## config.mk

```make
export PLATFORM = sky130hd
export DESIGN_NAME = wb_slave_stopwatch_regs
export DESIGN_NICKNAME = d
export VERILOG_FILES = /design/src/rtl/stopwatch_pkg.sv /design/src/rtl/bcd_mmss_counter.sv /design/src/rtl/wb_slave_stopwatch_regs.sv
export SDC_FILE = /design/constraint.sdc
export NUM_CORES = 1
export LEC_CHECK = 0
export CAP_MARGIN = 30
export CORE_AREA = 5 5 124 91
export DETAILED_ROUTE_END_ITERATION = 8
export DIE_AREA = 0 0 129 96
export DONT_BUFFER_PORTS = 1
export PLACE_DENSITY = 0.85
export SLEW_MARGIN = 25
export SYNTH_ARGS = -nofsm -noshare
export SYNTH_HDL_FRONTEND = slang
export SYNTH_HIERARCHICAL = 1
export SYNTH_SLANG_ARGS = --single-unit
```

## constraint.sdc

```tcl
create_clock -name clk -period 3.9 [get_ports clk]
set_input_delay 0.195 -clock clk [delete_from_list [all_inputs] [get_ports clk]]
set_output_delay 0.195 -clock clk [all_outputs]
set_load 0.01 [all_outputs]
```

## src/rtl/stopwatch_pkg.sv

```systemverilog
`default_nettype none
// ============================================================================
// Module      : stopwatch_pkg
// Description : Shared register offsets, bit indices and BCD digit limits.
// Revision    : 1.0 - initial release
// ============================================================================
package stopwatch_pkg;

    localparam logic [1:0] REG_CTRL   = 2'd0;
    localparam logic [1:0] REG_TIME   = 2'd1;
    localparam logic [1:0] REG_STATUS = 2'd2;
    localparam logic [1:0] REG_DIV    = 2'd3;

    localparam int CTRL_RUN    = 0;
    localparam int CTRL_CLEAR  = 1;
    localparam int CTRL_IRQ_EN = 2;

    localparam int STAT_RUNNING = 0;
    localparam int STAT_TICK    = 1;
    localparam int STAT_WRAP    = 2;

    localparam logic [3:0] SEC1_MAX = 4'd9;
    localparam logic [3:0] SEC2_MAX = 4'd5;
    localparam logic [3:0] MIN1_MAX = 4'd9;
    localparam logic [3:0] MIN2_MAX = 4'd5;

    function automatic logic [3:0] sat_digit(input logic [3:0] value, input logic [3:0] max);
        return (value > max) ? max : value;
    endfunction

endpackage
`default_nettype wire

```

## src/rtl/bcd_mmss_counter.sv

```systemverilog
`default_nettype none
// ============================================================================
// Module      : bcd_mmss_counter
// Description : Four-digit BCD mm:ss counter with clear, saturating load, inc.
// Revision    : 1.0 - initial release
// ============================================================================
module bcd_mmss_counter
    import stopwatch_pkg::*;
(
    input  logic        clk,
    input  logic        rst,
    input  logic        inc,
    input  logic        clr,
    input  logic        load,
    input  logic [15:0] load_val,
    output logic [3:0]  sec1,
    output logic [3:0]  sec2,
    output logic [3:0]  min1,
    output logic [3:0]  min2,
    output logic        wrap
);

    logic at_max;

    assign at_max = (sec1 == SEC1_MAX) && (sec2 == SEC2_MAX) &&
                    (min1 == MIN1_MAX) && (min2 == MIN2_MAX);
    assign wrap   = inc & ~clr & ~load & at_max;

    // Digits are always legal because loads saturate, so "== MAX" marks carry.
    always_ff @(posedge clk) begin
        if (!rst) begin
            sec1 <= 4'd0;
            sec2 <= 4'd0;
            min1 <= 4'd0;
            min2 <= 4'd0;
        end else if (clr) begin
            sec1 <= 4'd0;
            sec2 <= 4'd0;
            min1 <= 4'd0;
            min2 <= 4'd0;
        end else if (load) begin
            sec1 <= sat_digit(load_val[3:0],   SEC1_MAX);
            sec2 <= sat_digit(load_val[7:4],   SEC2_MAX);
            min1 <= sat_digit(load_val[11:8],  MIN1_MAX);
            min2 <= sat_digit(load_val[15:12], MIN2_MAX);
        end else if (inc) begin
            if (sec1 != SEC1_MAX) begin
                sec1 <= sec1 + 4'd1;
            end else begin
                sec1 <= 4'd0;
                if (sec2 != SEC2_MAX) begin
                    sec2 <= sec2 + 4'd1;
                end else begin
                    sec2 <= 4'd0;
                    if (min1 != MIN1_MAX) begin
                        min1 <= min1 + 4'd1;
                    end else begin
                        min1 <= 4'd0;
                        min2 <= (min2 != MIN2_MAX) ? min2 + 4'd1 : 4'd0;
                    end
                end
            end
        end
    end

endmodule
`default_nettype wire

```

## src/rtl/wb_slave_stopwatch_regs.sv

```systemverilog
`default_nettype none
// ============================================================================
// Module      : wb_slave_stopwatch_regs
// Description : Wishbone classic slave with stopwatch timebase and BCD time.
// Revision    : 1.0 - initial release
// ============================================================================
module wb_slave_stopwatch_regs
    import stopwatch_pkg::*;
#(
    parameter int unsigned TICK_DIV = 50_000_000,
    parameter int          DIV_W    = 32
) (
    input  logic        clk,
    input  logic        rst,
    input  logic [31:0] wb_adr_i,
    input  logic [31:0] wb_dat_i,
    input  logic [3:0]  wb_sel_i,
    input  logic        wb_cyc_i,
    input  logic        wb_stb_i,
    input  logic        wb_we_i,
    output logic [31:0] wb_dat_o,
    output logic        wb_ack_o,
    output logic [3:0]  sec1,
    output logic [3:0]  sec2,
    output logic [3:0]  min1,
    output logic [3:0]  min2,
    output logic        tick,
    output logic        irq
);

    logic             run, irq_en, tick_f, wrap_f;
    logic [DIV_W-1:0] div, presc, div_eff, div_wr;
    logic             req, wr;
    logic [1:0]       reg_sel;
    logic             wr_ctrl, wr_time, wr_status, wr_div, clear;
    logic [15:0]      time_now, time_wdata;
    logic             tick_now, wrap;
    logic [31:0]      rd_data;
    logic             unused_adr;

    assign unused_adr = ^{wb_adr_i[31:4], wb_adr_i[1:0]};

    // A request is accepted only when ack is low, giving the every-other-cycle ack.
    assign req       = wb_cyc_i & wb_stb_i & ~wb_ack_o;
    assign reg_sel   = wb_adr_i[3:2];
    assign wr        = req & wb_we_i;
    assign wr_ctrl   = wr && (reg_sel == REG_CTRL);
    assign wr_time   = wr && (reg_sel == REG_TIME);
    assign wr_status = wr && (reg_sel == REG_STATUS);
    assign wr_div    = wr && (reg_sel == REG_DIV);
    assign clear     = wr_ctrl & wb_sel_i[0] & wb_dat_i[CTRL_CLEAR];

    assign time_now   = {min2, min1, sec2, sec1};
    assign time_wdata = {wb_sel_i[1] ? wb_dat_i[15:8] : time_now[15:8],
                         wb_sel_i[0] ? wb_dat_i[7:0]  : time_now[7:0]};

    assign div_eff  = (div == '0) ? DIV_W'(1) : div;
    assign tick_now = run && (presc == div_eff) && !clear;
    assign irq      = (tick_f | wrap_f) & irq_en;

    always_comb begin
        div_wr = div;
        for (int i = 0; i < DIV_W; i++) begin
            if (wb_sel_i[i/8]) div_wr[i] = wb_dat_i[i];
        end
    end

    always_comb begin
        rd_data = '0;
        case (reg_sel)
            REG_CTRL: begin
                rd_data[CTRL_RUN]    = run;
                rd_data[CTRL_IRQ_EN] = irq_en;
            end
            REG_TIME:   rd_data[15:0] = time_now;
            REG_STATUS: begin
                rd_data[STAT_RUNNING] = run;
                rd_data[STAT_TICK]    = tick_f;
                rd_data[STAT_WRAP]    = wrap_f;
            end
            default:    rd_data[DIV_W-1:0] = div;
        endcase
    end

    always_ff @(posedge clk) begin
        if (!rst) begin
            wb_ack_o <= 1'b0;
            wb_dat_o <= '0;
            run      <= 1'b0;
            irq_en   <= 1'b0;
            tick_f   <= 1'b0;
            wrap_f   <= 1'b0;
            div      <= DIV_W'(TICK_DIV - 1);
            presc    <= '0;
            tick     <= 1'b0;
        end else begin
            wb_ack_o <= req;
            wb_dat_o <= (req && !wb_we_i) ? rd_data : '0;
            tick     <= tick_now;

            if (wr_ctrl && wb_sel_i[0]) begin
                run    <= wb_dat_i[CTRL_RUN];
                irq_en <= wb_dat_i[CTRL_IRQ_EN];
            end
            if (wr_div) div <= div_wr;

            // Overshoot after a smaller DIV write just wraps to 0 without a tick.
            if (clear) begin
                presc <= '0;
            end else if (run) begin
                presc <= (presc >= div_eff) ? '0 : presc + DIV_W'(1);
            end

            if (wr_status && wb_sel_i[0]) begin
                if (wb_dat_i[STAT_TICK]) tick_f <= 1'b0;
                if (wb_dat_i[STAT_WRAP]) wrap_f <= 1'b0;
            end
            if (tick_now) tick_f <= 1'b1;
            if (wrap)     wrap_f <= 1'b1;
        end
    end

    bcd_mmss_counter u_counter (
        .clk      (clk),
        .rst      (rst),
        .inc      (tick_now),
        .clr      (clear),
        .load     (wr_time),
        .load_val (time_wdata),
        .sec1     (sec1),
        .sec2     (sec2),
        .min1     (min1),
        .min2     (min2),
        .wrap     (wrap)
    );

endmodule
`default_nettype wire

```

==> results.py, run 1 <==
metrics = {
    "clock_network": {
        "cts_buffers": 17,
        "cts-root-buf": "clkbuf_16",
        "tritoncts": "built",
        "post_cts_buffers": 0,
        "clkLatencyLatePin_ps": 430,
        "clk_path_buf_depth": 2,
        "cts.sinks": 118,
        "htreeDepth": 4,
        "clk_pin_slew_worst_paths_ps": 60,
    },
    "die": {
        "die_area_um2": 12400,
        "die_x_um": 129,
        "fp-row-count": 31,
        "start_util_pct": 58.2,
        "core_um2": 10000,
        "ios": 124,
        "die_y_um": 96,
    },
    "global_routing": {
        "grt_pass1_wl_mm": 28.6,
        "grt_pass1_vias": 5500,
        "grt-ovfl-total": 0,
        "grt_antenna_before_repair": 0,
        "grt_max_degree": 30,
        "track_usage_pct": 29.8,
    },
    "detailed_routing": {
        "ant_nets": 0,
        "dr.first_iter.drc_count": 692,
        "dr.pass1.iters": 6,
        "avgViaCountPerCell": 6.50,
        "vias": 5639,
        "routed_wl_mm": 18.2,
        "drc": 0,
        "wl_per_cell_um": 21.0,
    },
    "finish": {
        "seqCellArea_um2": 2360,
        "drive_gt1_share_pct": 8.83,
        "nFillCells": 652,
        "multi_input_area_um2": 3160,
        "nets": 830,
        "final_area_um2": 7110,
        "diodes": 0,
        "final_core_util_pct": 71.1,
        "syn_to_final_growth_pct": 22.1,
        "mostFrequentLayoutCells": "dfxtp_1 (118), nor2_1 (65), nand2_1 (64)",
        "final_common_cell": "dfxtp_1",
    },
    "synth": {
        "synth_seq_area_share_pct": 40.5,
        "synth.avg_cell_area_um2": 8.72,
        "post_synth_num_cell_types": 64,
        "yosys.area.top_type": "dfxtp_1",
        "syn-instance-count": 668,
        "synth.area.top_cells": "dfxtp_1 (41%), ha_1 (7.1%), nand3_1 (4.4%)",
        "synth_edf_count": 0,
        "synth-async-reset-ratio_pct": 0,
        "ys.flop_type": "dfxtp_1",
        "synth_area_um2": 5830,
        "yosys_warnings": 6,
        "synth_fp_nets": 774,
        "synth-seq-cells": 118,
        "yosysTopAreaCellShare_pct": 40.5,
    },
    "sta": {
        "fmax_mhz": 268,
        "fin_tns_setup_ps": 0,
        "setup_viol": 0,
        "worst_pin_slew_ps": 1060,
        "rsz0062_at_grt": "false",
        "slew_viol_final": 0,
        "timing.clock.skew_ps": 10.8,
        "finalHoldViolCount": 0,
        "layout_min_cycle_time_ps": 3730,
        "timing.final.crit_share_pct": 95.6,
        "slew_headroom_pct": 29.5,
    },
    "worst_setup_path": {
        "worst_r2r_path_depth": 11,
        "path_class": "reg -> reg",
        "r2r-start": "div[22]",
        "worstPathRequired_ps": 4240,
        "timing.rr.end": "u_counter/min1[3]",
        "end_kind": "flip-flop",
        "rrSetupSlack_ps": 170,
        "arrival_ps": 4070,
        "cp_max_fo": 7,
        "worstSetupStartpointType": "flip-flop",
    },
    "place": {
        "placed_area_um2": 5870,
        "place.gp.congestion": 0.965,
        "portBuffers": 0,
        "dpl.hpwl_mm": 11.8,
    },
    "flow_run": {
        "maxCapViolations": 0,
    },
    "power": {
        "cellLeakagePower_nw": 2.82,
        "peakVddDrop_mv": 0.360,
        "p_per_area_nw_per_um2": 424,
    },
    "hold_path": {
        "min_from": "wb_dat_i[1]",
        "min_path_type": "in -> reg",
        "whs_path_depth": 3,
        "min_to": "tick_f",
    },
    "status": {
        "status": "complete, no violations",
    },
}
[Yosys cell counts (2+ instances only)]
| cell type | instances |
|---|---|
| buf_4 | 3 |
| and3_1 | 6 |
| buf_2 | 5 |
| nor2b_1 | 3 |
| inv_1 | 43 |
| o211ai_1 | 3 |
| nand2b_1 | 12 |
| and2_1 | 3 |
| nand4_1 | 23 |
| xor2_1 | 23 |
| a211oi_1 | 6 |
| mux2_2 | 17 |
| buf_6 | 4 |
| dfxtp_1 | 118 |
| xnor2_1 | 13 |
| nand2_1 | 64 |
| o21ai_0 | 13 |
| a22o_1 | 13 |
| nand3_1 | 51 |
| nor3b_1 | 2 |
| buf_1 | 2 |
| mux2i_1 | 14 |
| a221oi_1 | 3 |
| ha_1 | 33 |
| nand3b_1 | 3 |
| clkbuf_1 | 13 |
| nor3_1 | 21 |
| a311oi_1 | 2 |
| a21oi_1 | 39 |
| a21boi_0 | 2 |
| and3b_1 | 2 |
| nor2_1 | 66 |
| or4_1 | 3 |
| nor4_1 | 10 |
[what timing repair did]
action,in CTS,in global routing
hold buffers,60,0
resized for setup,0,1
setup endpoints to repair,0,1
hold endpoints to repair,37,0
[critical path: stages (launching register included)]
cell      delay [ps]
dfxtp_1          350
nor4_1           560
nand4_1          170
o21bai_1         180
ha_1             150
nand4_1          130
or4_1            580
inv_1            230
and3b_1          430
nand3_4          200
or4_1            510
a31oi_1          170
[where the power goes]
group          switching, mW  leakage [nW]  internal, mW
registers             0.0143         0.952          1.22
logic                 0.0590          1.57        0.0560
clock network          0.574         0.299          1.10
[cell type report]
cell class / instances / area share, %
clock buffers: 20 / 6.42
clock inverters: 11 / 2.44
inverters: 43 / 2.27
multi-input cells: 480 / 44.5
flip-flops and latches: 118 / 33.2
well taps: 132 / 2.32
repair buffers: 64 / 8.86
[kinds of logic (layout without fill, tap and decap cells)]
logic type / Yosys count / count (layout) / synth area share [%]
multiplexers: 32 / 32 / 6.08
AO/OA/AOI/OAI: 98 / 98 / 11.2
AND/OR/NAND/NOR: 281 / 281 / 24.3
flip-flops: 118 / 118 / 40.5
buffers and inverters: 70 / 138 / 5.32
XOR/XNOR: 36 / 36 / 5.41
adder cells (fa/ha/maj): 33 / 33 / 7.08
[registers in the layout, indices dropped and copies added (netlist names)]
signal          cells
tick                1
presc              32
u_counter/sec2      4
wb_dat_o           32
div                32
wrap_f              1
tick_f              1
u_counter/min1      4
run                 1
u_counter/min2      4
wb_ack_o            1
irq_en              1
u_counter/sec1      4
[metal layers]
metal	vias to the layer above	routed length, µm	GRT usage [%]
met5	-	0	0
met4	0	784	14.5
met3	90	2090	8.71
met2	390	8210	47.0
met1	2683	7150	37.7
li1	2476	-	-
[through the flow]
| stage | setup slack [ps] | power (mW) | instances | hold WS, ps |
|---|---|---|---|---|
| floorplan | 1030 | 1.32 | 668 | 320 |
| global placement | 488 | 1.32 | 776 | 263 |
| detailed placement | 313 | 1.33 | 776 | 266 |
| CTS | 324 | 3.01 | 867 | 5.25 |
| global route | 59.9 | 3.08 | 868 | 35.0 |
| finish | 171 | 3.02 | 868 | 11.1 |
[worst max path at each step]
stage,end,startpoint,slack (ps)
floorplan,u_counter/min1[3],div[15],1030
global placement,u_counter/min1[3],div[15],490
detailed placement,u_counter/min1[3],div[15],310
CTS,u_counter/min1[3],div[15],320
global route,u_counter/min1[3],div[22],60
finish,u_counter/min1[3],div[22],170
Power figures use the tool's default switching activity.
==> inputs of run 2 (changes only) <==
--- a/config.mk
+++ b/config.mk
@@ -10,6 +10,7 @@
 export DETAILED_ROUTE_END_ITERATION = 8
 export DIE_AREA = 0 0 129 96
 export DONT_BUFFER_PORTS = 1
+export GPL_TIMING_DRIVEN = 0
 export PLACE_DENSITY = 0.85
 export SLEW_MARGIN = 25
 export SYNTH_ARGS = -nofsm -noshare
==> constraint.sdc (replaced) <==
create_clock -name clk -period 3.9 [get_ports clk]
set_input_delay 0.195 -clock clk [delete_from_list [all_inputs] [get_ports clk]]
set_output_delay 0.195 -clock clk [all_outputs]
set_load 0.1 [all_outputs]
==> run 2 against run 1 <==
The run now ends with negative hold slack left. Global-route usage up 0.35 points. Clock skew down 2.0 ps. Highest routed layer unchanged. Critical path type unchanged. Combinational power up 20%. Sequential power about the same. Sequential share of layout area up 0.86 points. Register-to-register slack about the same. Final cell count down 0.12%. Worst setup slack worse by 11 ps.
==> results.py, run 2 (synthesis gave the netlist of run 1 again) <==
metrics = {
    "global_routing": {
        "track_usage_pct": 30.2,
        "grt_pass1_vias": 5445,
        "grt-ovfl-total": 0,
        "grt_pass1_wl_mm": 28.8,
        "grt_antenna_before_repair": 0,
        "grt_max_degree": 17,
    },
    "sta": {
        "layout_min_cycle_time_ps": 3740,
        "rsz0062_at_grt": "false",
        "slew_viol_final": 0,
        "fin_tns_setup_ps": 0,
        "finalHoldViolCount": 1,
        "worst_pin_slew_ps": 973,
        "setup_viol": 0,
        "fmax_mhz": 267,
        "timing.final.crit_share_pct": 95.9,
        "slew_headroom_pct": 35.1,
        "timing.clock.skew_ps": 8.83,
        "hold_slack_ps": -3.82,
    },
    "finish": {
        "syn_to_final_growth_pct": 20.0,
        "drive_gt1_share_pct": 11.7,
        "final_area_um2": 6990,
        "multi_input_area_um2": 3160,
        "seqCellArea_um2": 2380,
        "final_core_util_pct": 69.9,
        "nets": 830,
        "reg.largest.list": "div (32), presc (32), wb_dat_o (32)",
        "mostFrequentLayoutCells": "dfxtp_1 (102), nor2_1 (66), nand2_1 (64)",
        "nFillCells": 689,
        "final_common_cell": "dfxtp_1",
        "diodes": 0,
    },
    "power": {
        "p_sw_mw": 0.679,
        "p_clk_share_pct": 53.5,
        "pwr-share-comb_pct": 4.6,
        "peakVddDrop_mv": 0.303,
        "power.internal_mw": 2.32,
        "cellLeakagePower_nw": 2.85,
        "seqPwrFrac_pct": 41.9,
        "p_sw_share_pct": 22.6,
        "p_per_area_nw_per_um2": 429,
    },
    "die": {
        "die_y_um": 96,
        "core_um2": 10000,
        "ios": 124,
        "fp-row-count": 31,
        "start_util_pct": 58.2,
        "die_area_um2": 12400,
        "die_x_um": 129,
    },
    "place": {
        "dpl.hpwl_mm": 12.4,
        "place.gp.congestion": 0.911,
        "placed_area_um2": 6040,
        "portBuffers": 0,
    },
    "status": {
        "status": "complete, but fails checks",
        "violations": "negative hold slack",
    },
    "detailed_routing": {
        "routed_wl_mm": 18.6,
        "ant_nets": 0,
        "wl_per_cell_um": 21.4,
        "avgViaCountPerCell": 6.45,
        "dr.first_iter.drc_count": 708,
        "vias": 5593,
        "drc": 0,
        "dr.pass1.iters": 6,
    },
    "worst_setup_path": {
        "startpoint": "div[15]",
        "r2r-start": "div[15]",
        "rrSetupSlack_ps": 160,
        "path_class": "reg -> reg",
        "cp_max_fo": 7,
        "worst_r2r_path_depth": 12,
        "end_kind": "flip-flop",
        "worstPathRequired_ps": 4240,
        "timing.rr.end": "u_counter/min1[3]",
        "arrival_ps": 4080,
        "worstSetupStartpointType": "flip-flop",
    },
    "hold_path": {
        "whs_path_depth": 3,
        "min_to": "wrap_f",
        "min_from": "wb_dat_i[2]",
        "min_path_type": "in -> reg",
    },
    "clock_network": {
        "cts-root-buf": "clkbuf_16",
        "clk_path_buf_depth": 2,
        "htreeDepth": 4,
        "cts_buffers": 17,
        "post_cts_buffers": 0,
        "cts.sinks": 118,
        "tritoncts": "built",
        "clkLatencyLatePin_ps": 420,
        "clk_pin_slew_worst_paths_ps": 60,
    },
    "flow_run": {
        "maxCapViolations": 0,
    },
}
## run 2: changes by cell type in the layout (fill, tap and decap cells not counted), sizes merged
cell	previous run	this run
clkinvlp	3	2
dlygate4sd3	60	35
buf	4	16
clkbuf	20	35
bufinv	4	3
inv	44	43
## run 2: power by group through the flow
stage          sequential [mW]  clock [mW]  combinational, mW
2_1_floorplan             1.28           0             0.0726
3_3_place_gp              1.28           0             0.0908
3_5_place_dp              1.28           0             0.0976
4_1_cts                   1.26        1.59              0.130
5_1_grt                   1.26        1.67              0.144
6_report                  1.26        1.61              0.138
## run 2: worst max-delay path: stages (launching register included)
cell	delay, ps
dfxtp_1	430
inv_1	80
ha_1	300
nand2_1	110
nor4_1	700
nand2_1	100
or4_1	540
inv_1	210
and3b_1	220
buf_6	150
nand3_4	120
or4_1	510
a31oi_1	180
## run 2: worst max-delay path by stage
stage | end | slack (ps) | cells past startpoint
4_1_cts | u_counter/min1[3] | 220 | 10
6_report | u_counter/min1[3] | 160 | 12
3_5_place_dp | u_counter/min1[3] | 230 | 10
3_3_place_gp | u_counter/min1[3] | 260 | 10
2_1_floorplan | u_counter/min1[3] | 640 | 10
5_1_grt | u_counter/min1[3] | 90 | 12
## run 2: final cells by class
type | instances | share of cell area [%]
timing repair buffer | 37 | 5.46
tap | 132 | 2.36
buffer | 27 | 2.13
sequential | 118 | 34.1
clock inverter | 8 | 1.77
multi-input combinational | 480 | 45.1
inverter | 43 | 2.31
clock buffer | 22 | 6.78
## run 2: routing by layer
metal | wire length (µm) | vias to the layer above | global-route usage, %
met5 | 0 | - | 0
met4 | 579 | 0 | 11.3
met3 | 2290 | 70 | 11.1
met2 | 8400 | 407 | 47.5
met1 | 7320 | 2632 | 38.0
li1 | - | 2484 | -
## run 2: per-stage QoR
step / instances / power, mW / setup WS [ps] / hold WS (ps)
after detailed placement: 802 / 1.38 / 232 / 333
after global routing: 867 / 3.07 / 92.8 / 34.1
after floorplan: 668 / 1.35 / 639 / 320
after global placement: 800 / 1.37 / 257 / 322
final: 867 / 3.00 / 160 / -3.82
after CTS: 867 / 2.98 / 216 / 0.982
## run 2: timing repair
action	CTS	global route
hold buffers	35	0
resized for setup	0	1
endpoints found under the hold margin	35	0
endpoints found under the setup margin	0	1
==> inputs of run 3 (changes only) <==
--- a/config.mk
+++ b/config.mk
@@ -7,6 +7,7 @@
 export LEC_CHECK = 0
 export CAP_MARGIN = 30
 export CORE_AREA = 5 5 124 91
+export CTS_BUF_LIST = sky130_fd_sc_hd__clkbuf_4 sky130_fd_sc_hd__clkbuf_8 sky130_fd_sc_hd__clkbuf_16
 export DETAILED_ROUTE_END_ITERATION = 8
 export DIE_AREA = 0 0 129 96
 export DONT_BUFFER_PORTS = 1
==> run 3 against run 2 <==
The flow now finishes without violations. Worst setup slack improved by 38 ps. Final cell count is 0.12% higher. Clock skew is 1.0 ps lower. Maximum frequency up 1.0%. Utilization up 0.10 points. Clock power barely moved. Die area unchanged. Critical path depth stayed put. Sequential power about the same. Global-route usage hardly changed. Combinational power is essentially flat.
==> results.py, run 3 (synthesis gave the netlist of run 1 again) <==
metrics = {
    "detailed_routing": {
        "dr.first_iter.drc_count": 721,
        "routed_wl_mm": 18.7,
        "dr.pass1.iters": 6,
        "ant_nets": 0,
        "vias": 5613,
        "wl_per_cell_um": 21.6,
        "avgViaCountPerCell": 6.47,
        "drc": 0,
    },
    "sta": {
        "fin_tns_setup_ps": 0,
        "timing.clock.skew_ps": 7.83,
        "slew_viol_final": 0,
        "worst_pin_slew_ps": 982,
        "fmax_mhz": 270,
        "rsz0062_at_grt": "false",
        "finalHoldViolCount": 0,
        "layout_min_cycle_time_ps": 3700,
        "slew_headroom_pct": 34.5,
        "setup_viol": 0,
        "timing.final.ws_setup_ps": 199,
        "timing.final.crit_share_pct": 94.9,
    },
    "die": {
        "die_y_um": 96,
        "fp-row-count": 31,
        "die_x_um": 129,
        "die_area_um2": 12400,
        "ios": 124,
        "core_um2": 10000,
        "start_util_pct": 58.2,
    },
    "clock_network": {
        "tritoncts": "built",
        "clk_pin_slew_worst_paths_ps": 60,
        "cts-root-buf": "clkbuf_16",
        "clk_path_buf_depth": 2,
        "htreeDepth": 4,
        "cts.sinks": 118,
        "cts_buffers": 17,
        "clkLatencyLatePin_ps": 420,
    },
    "worst_setup_path": {
        "worstSetupStartpointType": "flip-flop",
        "path_class": "reg -> reg",
        "critPathMaxStageDelay_ps": 700,
        "slowest_stage": "nor4_1",
        "arrival_ps": 4050,
        "worst_r2r_path_depth": 12,
        "crit_cells": 12,
        "worstPathRequired_ps": 4250,
        "cp_max_fo": 7,
        "worst-path-buf-inv": 3,
        "end_kind": "flip-flop",
        "cp_cell_sequence": "inv_1 > ha_1 > nand2_1 > nor4_1 > nand2_1 > or4_1 > inv_1 > and3b_1 > buf_6 > nand3_4 > or4_1 > a31oi_1",
        "critical_path.top_delay_family": "simple AND/OR/NAND/NOR gates",
    },
    "finish": {
        "drive_gt1_share_pct": 12.0,
        "syn_to_final_growth_pct": 20.2,
        "mostFrequentLayoutCells": "dfxtp_1 (102), nor2_1 (66), nand2_1 (64)",
        "reg.largest.list": "div (32), presc (32), wb_dat_o (32)",
        "nets": 830,
        "final_common_cell": "dfxtp_1",
    },
    "status": {
        "status": "complete, no violations",
    },
    "power": {
        "p_per_area_nw_per_um2": 431,
        "cellLeakagePower_nw": 2.86,
        "peakVddDrop_mv": 0.299,
    },
    "global_routing": {
        "grt_antenna_before_repair": 1,
        "grt_pass1_vias": 5438,
        "grt-ovfl-total": 0,
        "track_usage_pct": 30.2,
        "grt_pass1_wl_mm": 28.7,
        "grt_max_degree": 17,
    },
    "flow_run": {
        "maxCapViolations": 0,
    },
    "hold_path": {
        "whs_path_depth": 3,
        "min_path_type": "in -> reg",
    },
    "place": {
        "place.gp.congestion": 0.911,
        "pre_cts_ws_ps": 232,
        "portBuffers": 0,
        "dpl.hpwl_mm": 12.4,
    },
}
==> run 3: worst paths after layout <==
check             slack [ps]                end        start
setup / recovery         200  u_counter/min1[3]      div[15]
hold / removal            60             tick_f  wb_dat_i[1]
setup reg to reg         200  u_counter/min1[3]      div[15]
hold reg to reg          490            div[28]      div[28]
==> run 3: layer usage <==
metal | share of wire (%) | vias to the layer above | routed length, µm | GRT usage [%]
met5 | 0 | - | 0 | 0
met2 | 46 | 381 | 8610 | 47.7
met1 | 39 | 2661 | 7290 | 38.0
met4 | 3.1 | 0 | 574 | 11.6
li1 | - | 2492 | - | -
met3 | 12 | 79 | 2230 | 10.7
==> run 3: what timing repair did <==
item                       CTS  global route
resized for setup            0             1
hold buffers                35             0
buffers inserted             0             0
hold endpoints to repair    36             0
setup endpoints to repair    0             1
==> run 3: cell type report <==
class,count,area [µm²]
multi-input combinational,480,3160
fill,687,3000
sequential,118,2380
clock buffer,22,482
timing repair buffer,37,382
tap,132,165
inverter,43,161
buffer,27,149
clock inverter,8,124
antenna,1,2.50
==> run 3: per-stage QoR <==
step	util [%]	hold WS [ps]	power, mW	instances	instance area, µm²
CTS	69.9	7.71	3.00	867	7000
finish	70.0	63.4	3.02	868	7000
global placement	59.9	322	1.37	800	5990
detailed placement	60.4	333	1.38	802	6040
floorplan	-	320	1.35	668	5830
global route	70.0	64.2	3.08	868	7000
==> run 3: power breakdown <==
group	internal, mW	switching, mW	total, mW	leakage [nW]
Combinational	0.0610	0.0773	0.138	1.60
Clock	1.06	0.561	1.62	0.295
Sequential	1.22	0.0412	1.26	0.960
==> run 3: worst min-delay path: cells and delay by family <==
family	cells	cell delay, ps
and+or+nand+nor	2	150
AOI/OAI and AO/OA	1	80
